**config.mk**
```make
export PLATFORM = sky130hd
export DESIGN_NAME = block_minmax_4x4
export DESIGN_NICKNAME = d
export VERILOG_FILES = /design/src/rtl/motion_pkg.sv /design/src/rtl/block_minmax_4x4_row_buf.sv /design/src/rtl/block_minmax_4x4.sv
export SDC_FILE = /design/constraint.sdc
export NUM_CORES = 1
export LEC_CHECK = 0
export CAP_MARGIN = 15
export CORE_MARGIN = 4
export CORE_UTILIZATION = 25
export DETAILED_ROUTE_END_ITERATION = 16
export GPL_ROUTABILITY_DRIVEN = 0
export GPL_TIMING_DRIVEN = 0
export MAX_ROUTING_LAYER = met4
export SYNTH_ARGS = -nofsm -noshare
export SYNTH_HDL_FRONTEND = slang
export SYNTH_SLANG_ARGS = --single-unit
```
**constraint.sdc**
```tcl
create_clock -name clk -period 7.35 [get_ports clk]
set_input_delay 1.47 -clock clk [delete_from_list [all_inputs] [get_ports clk]]
set_output_delay 1.47 -clock clk [all_outputs]
set_load 0.01 [all_outputs]
```
**src/rtl/motion_pkg.sv**
```systemverilog
// Shared constants, block min/max bundle and combine helpers
// for the 4x4 block min/max reducer.
package motion_pkg;

  localparam int PIX_W    = 4;
  localparam int IMG_W    = 320;
  localparam int IMG_H    = 240;
  localparam int BLK_SZ   = 4;
  localparam int BLK_COLS = IMG_W / BLK_SZ;
  localparam int BLK_ROWS = IMG_H / BLK_SZ;
  localparam int NUM_BLKS = BLK_COLS * BLK_ROWS;
  localparam int ADDR_W   = 13;

  typedef struct packed {
    logic [PIX_W-1:0] max;
    logic [PIX_W-1:0] min;
  } minmax_t;

  function automatic logic [PIX_W-1:0] pix_max(
    input logic [PIX_W-1:0] a,
    input logic [PIX_W-1:0] b
  );
    return (a > b) ? a : b;
  endfunction

  function automatic logic [PIX_W-1:0] pix_min(
    input logic [PIX_W-1:0] a,
    input logic [PIX_W-1:0] b
  );
    return (a < b) ? a : b;
  endfunction

  function automatic minmax_t mm_comb(
    input minmax_t a,
    input minmax_t b
  );
    minmax_t r;
    r.max = pix_max(a.max, b.max);
    r.min = pix_min(a.min, b.min);
    return r;
  endfunction

  function automatic minmax_t mm_pix(
    input logic [PIX_W-1:0] p
  );
    minmax_t r;
    r.max = p;
    r.min = p;
    return r;
  endfunction

endpackage

```
**src/rtl/block_minmax_4x4_row_buf.sv**
```systemverilog
// Per-block-column partial min/max store; combinational read,
// synchronous write, no reset on the array.
module blk_row_buf
  import motion_pkg::*;
#(
  parameter int DEPTH = BLK_COLS,
  parameter int AW    = $clog2(DEPTH)
) (
  input  logic              clk,
  input  logic              we,
  input  logic [AW-1:0]     waddr,
  input  logic [2*PIX_W-1:0] wdata,
  input  logic [AW-1:0]     raddr,
  output logic [2*PIX_W-1:0] rdata
);

  logic [2*PIX_W-1:0] mem [DEPTH];

  always_ff @(posedge clk) begin
    if (we) mem[waddr] <= wdata;
  end

  assign rdata = mem[raddr];

endmodule

```
**src/rtl/block_minmax_4x4.sv**
```systemverilog
// Raster pixel stream -> per-4x4-block min/max writes.
// Optional din_range output under `BLOCK_RANGE_OUT_EN.
module block_minmax_4x4
  import motion_pkg::*;
#(
  parameter int IMG_W = motion_pkg::IMG_W,
  parameter int IMG_H = motion_pkg::IMG_H
) (
  input  logic              clk,
  input  logic              rst_n,
  input  logic              frame_start,
  input  logic              pix_valid,
  input  logic [PIX_W-1:0]  pix_data,
  output logic              wea,
  output logic [ADDR_W-1:0] addr_write,
  output logic [PIX_W-1:0]  din_max,
  output logic [PIX_W-1:0]  din_min,
`ifdef BLOCK_RANGE_OUT_EN
  output logic [PIX_W-1:0]  din_range,
`endif
  output logic              frame_done,
  output logic              frame_err
);

  localparam int COLS = IMG_W / BLK_SZ;
  localparam int XW   = $clog2(IMG_W);
  localparam int YW   = $clog2(IMG_H);
  localparam int AW   = $clog2(COLS);

  logic [XW-1:0] x, cx;
  logic [YW-1:0] y, cy;
  logic          done;
  logic          acc;
  logic          row_end;
  logic          last_row;
  logic          rb_we;
  logic          blk_end;
  minmax_t       h;
  minmax_t       h_nxt;
  minmax_t       v_nxt;
  minmax_t       rb_rd;
  logic [ADDR_W-1:0] blk_addr;

  // frame_start takes effect on the same-cycle pixel
  always_comb begin
    cx       = frame_start ? '0 : x;
    cy       = frame_start ? '0 : y;
    acc      = pix_valid & (frame_start | ~done);
    row_end  = (cx == XW'(IMG_W - 1));
    last_row = (cy == YW'(IMG_H - 1));
    h_nxt    = (cx[1:0] == 2'd0) ? mm_pix(pix_data)
             : mm_comb(h, mm_pix(pix_data));
    v_nxt    = (cy[1:0] == 2'd0) ? h_nxt
             : mm_comb(rb_rd, h_nxt);
    rb_we    = acc & (cx[1:0] == 2'd3)
             & (cy[1:0] != 2'd3);
    blk_end  = acc & (cx[1:0] == 2'd3)
             & (cy[1:0] == 2'd3);
    blk_addr = ADDR_W'(cy >> 2) * ADDR_W'(COLS)
             + ADDR_W'(cx >> 2);
  end

  blk_row_buf #(
    .DEPTH (COLS),
    .AW    (AW)
  ) u_row_buf (
    .clk   (clk),
    .we    (rb_we),
    .waddr (AW'(cx >> 2)),
    .wdata (v_nxt),
    .raddr (AW'(cx >> 2)),
    .rdata (rb_rd)
  );

  always_ff @(posedge clk or negedge rst_n) begin
    if (!rst_n) begin
      x    <= '0;
      y    <= '0;
      done <= 1'b0;
      h    <= '0;
    end else if (acc) begin
      h <= h_nxt;
      if (row_end) begin
        x    <= '0;
        y    <= last_row ? '0 : cy + YW'(1);
        done <= last_row;
      end else begin
        x    <= cx + XW'(1);
        y    <= cy;
        done <= 1'b0;
      end
    end else if (frame_start) begin
      x    <= '0;
      y    <= '0;
      done <= 1'b0;
    end
  end

  always_ff @(posedge clk or negedge rst_n) begin
    if (!rst_n) begin
      frame_err <= 1'b0;
    end else if (frame_start) begin
      frame_err <= 1'b0;
    end else if (pix_valid & done) begin
      frame_err <= 1'b1;
    end
  end

  always_ff @(posedge clk or negedge rst_n) begin
    if (!rst_n) begin
      wea        <= 1'b0;
      frame_done <= 1'b0;
      addr_write <= '0;
      din_max    <= '0;
      din_min    <= '0;
    end else begin
      wea        <= blk_end;
      frame_done <= blk_end & row_end & last_row;
      if (blk_end) begin
        addr_write <= blk_addr;
        din_max    <= v_nxt.max;
        din_min    <= v_nxt.min;
      end
    end
  end

`ifdef BLOCK_RANGE_OUT_EN
  always_ff @(posedge clk or negedge rst_n) begin
    if (!rst_n) begin
      din_range <= '0;
    end else if (blk_end) begin
      din_range <= v_nxt.max - v_nxt.min;
    end
  end
`endif

endmodule
```
==> flow_metrics.env <==
export IMPL_syn_area_um2=28400
export IMPL_ioPinCount=32
export IMPL_cp_num_buf_inv=6
export IMPL_setup_violations=0
export IMPL_synthArstFlopShare_pct=7.25
export IMPL_crit_family="buffers and inverters"
export IMPL_die_area_um2=119000
export IMPL_syn_nets=1895
export IMPL_root_buffer="clkbuf_16"
export IMPL_synth_most_common_cell="edfxtp_1"
export IMPL_grt_pass1_vias=18000
export IMPL_netSwitchingPower_uw=1880
export IMPL_rsz0062_at_grt="no"
export IMPL_post_route_period_util_pct=99.4
export IMPL_vdd_drop_max_mv=0.150
export IMPL_htreeDepth=3
export IMPL_synth_distinct_cells=86
export IMPL_drc=0
export IMPL_synth_top_cell_by_area="edfxtp_1"
export IMPL_diodes=0
export IMPL_synth_enable_flop_cells=640
export IMPL_intPower_uw=6640
export IMPL_path_max_fanout=27
export IMPL_synth_top_area_share_pct=67.6
export IMPL_ys_seq_area_share_pct=72.0
export IMPL_syn_area_per_cell_um2=15.3
export IMPL_max_stage_delay_ps=700
export IMPL_synthFlopType="edfxtp_1"
export IMPL_crit_type="input pin to register"
export IMPL_finalMaxSlewViolations=0
export IMPL_totalPowerFinal_uw=8520
export IMPL_place_inst=3410
export IMPL_num_vias=19200
export IMPL_synthTopCellsByCount="640 x edfxtp_1, 139 x nor2_1, 111 x mux2i_1"
export IMPL_layout_nets=2027
export IMPL_p_clk_share_pct=43.8
export IMPL_area_growth_pct=18.2
export IMPL_antenna_found_initial=2
export IMPL_worst_setup_path_start_kind="input pin"
export IMPL_clkTransAtPathRegs_ps=60
export IMPL_hold_start="addr_write[9]$_DFFE_PN0P_"
export IMPL_fp_coreArea_um2=113000
export IMPL_relSlewSlack_pct=18.0
export IMPL_hold_viol_final=0
export IMPL_crit_required_ps=7810
export IMPL_synthCells=1855
export IMPL_post_drt_wl_per_cell_um=30.1
export IMPL_io_buffers=31
export IMPL_insertion_delay_ps=650
export IMPL_grt_pass1_wl_mm=145
export IMPL_clock_sinks=690
export IMPL_groute_usage_overall_pct=17.6
export IMPL_synth_ff_latch_count=690
export IMPL_routed_wl_mm=107
export IMPL_swShare_pct=22.1
export IMPL_synthTopCellsByArea="edfxtp_1 68%, dfrtp_1 4.4%, mux2i_1 3.9%"
export IMPL_max_cap_violations=0
export IMPL_worst_pin_slew_ps=1230
export IMPL_final_cells=3548
export IMPL_hold_path_class="register to register"
export IMPL_rows=123
export IMPL_ant_nets=0
export IMPL_seqPwrFrac_pct=51.5
export IMPL_cp_cell_sequence="clkdlybuf4s50_1 -> buf_2 -> nand4bb_1 -> buf_2 -> buf_1 -> nor2_1 -> a221oi_1 -> a21oi_1 -> a21oi_1 -> nand4_1 -> a31oi_1 -> ha_1 -> a211oi_1 -> nand2_1 -> a2bb2oi_4 -> buf_16 -> buf_16"
export IMPL_viasPerCell=5.41
export IMPL_drtIter0Drc=3455
export IMPL_cts_tree="done"
export IMPL_crit_slowest_cell="clkdlybuf4s50_1"
export IMPL_cp_data_arrival_time_ps=7770
export IMPL_overflow=0
export IMPL_cts_inserted_buffers=74
export IMPL_drive_gt1_share_pct=13.5
export IMPL_rrSetupSlack_ps=1170
export IMPL_skew_ps=32.5
export IMPL_end_kind="register"
export IMPL_power_density_nw_per_um2=253
export IMPL_dp_hpwl_mm=70.1
export IMPL_status="finished, final reports clean"
export IMPL_clock_path_buffers=3
export IMPL_die_w_um=345
export IMPL_fmax_mhz=137
export IMPL_yosys_warnings=0
export IMPL_timing_rr_start="x[3]$_DFF_PN0_"
export IMPL_critPathLaunch="frame_start"
export IMPL_grt_max_degree=57
export IMPL_start_util_pct=25.2
export IMPL_fin_crit_ps=7310
export IMPL_dr_pass1_iters=8
export IMPL_p_comb_share_pct=4.7
export IMPL_power_leakage_uw=0.0106
export IMPL_die_y_um=345
## worst register-to-register path, delay by kind of cell, from the launching register on
kind | cells | cell delay [ps]
compound gates | 4 | 1540
fa+ha+maj | 1 | 300
buf+inv | 5 | 2230
flops | 1 | 470
simple gates | 4 | 1430
## layer usage
metal	up-vias	share of wire, %	track usage [%]
met4	0	6.4	9.03
li1	7640	-	-
met1	9612	37	21.9
met2	1550	43	25.3
met5	-	0	-
met3	378	14	6.10
## per-stage QoR
| step | hold WS (ps) | cell area [um^2] | setup TNS (ps) | util [%] | setup WS, ps |
|---|---|---|---|---|---|
| 3_3_place_gp | 464 | 30600 | -3139250 | 27.2 | -5810 |
| 6_report | 477 | 33600 | 0 | 29.8 | 41.6 |
| 2_1_floorplan | 450 | 28400 | 0 | - | 215 |
| 4_1_cts | 483 | 33600 | 0 | 29.8 | 48.0 |
| 5_1_grt | 503 | 33600 | 0 | 29.8 | 57.8 |
| 3_5_place_dp | 470 | 31200 | -160790 | 27.7 | -574 |
## layout make-up
type	instances	area, um^2
buffer	106	649
clock buffer	102	2090
clock inverter	35	300
fill	11100	79200
inverter	27	101
multi-input combinational	1032	7330
sequential	690	20500
tap	1500	1880
timing repair buffer	56	810
## sequential cells by signal, summed over array words and instances, names as in the netlist
register       flops
done               1
x                  9
frame_err          1
h                  8
din_min            4
addr_write        13
din_max            4
y                  8
wea                1
frame_done         1
u_row_buf.mem    640
## cell families after synthesis
family / Yosys count / synth area share (%)
multiplexers: 154 / 5.92
XOR/XNOR: 15 / 0.462
adder cells (fa/ha/maj): 32 / 1.46
AND/OR/NAND/NOR: 390 / 6.70
buffers and inverters: 134 / 2.64
flip-flops: 690 / 72.0
AO/OA/AOI/OAI: 440 / 10.9
## layout by cell type, fill, tap and decap left out, drive strengths merged, types with 28 or more instances in the layout
| cell | netlist | layout |
|---|---|---|
| mux2 | 35 | 35 |
| nor2 | 139 | 139 |
| o221ai | 31 | 31 |
| clkbuf | 36 | 137 |
| dfrtp | 50 | 50 |
| nand2 | 103 | 103 |
| edfxtp | 640 | 640 |
| a22oi | 28 | 28 |
| o22ai | 77 | 77 |
| mux2i | 111 | 112 |
| clkinv | 0 | 29 |
| inv | 27 | 29 |
| ha | 30 | 30 |
| a21oi | 56 | 56 |
| clkdlybuf4s50 | 0 | 30 |
| o21ai | 82 | 82 |
| buf | 71 | 97 |
## path summary, 6_finish.rpt
kind                                                       end  depth (start not counted)
max in group asynchronous                     h[4]$_DFFE_PN0P_                          2
worst max-delay path            u_row_buf.mem[20][0]$_DFFE_PP_                         17
worst min-delay path                 addr_write[9]$_DFFE_PN0P_                          2
worst max register to register  u_row_buf.mem[20][0]$_DFFE_PP_                         14
min in group asynchronous                       y[4]$_DFF_PN0_                          1
worst min register to register       addr_write[9]$_DFFE_PN0P_                          2
## timing repair
| item | 4_1_cts | 5_1_grt |
|---|---|---|
| gates resized for setup | 0 | 8 |
| endpoints found under the setup margin | 0 | 255 |
| hold buffers | 0 | 0 |
| buffers inserted | 0 | 0 |
## power by group through the flow
stage / Combinational (uW) / Sequential, uW / Clock [uW]
floorplan: 154 / 4480 / 0
global placement: 301 / 4510 / 0
detailed placement: 384 / 4470 / 0
CTS: 385 / 4390 / 3720
global route: 413 / 4390 / 3890
finish: 400 / 4390 / 3730
Note: power is estimated with default switching activity, not from simulation.
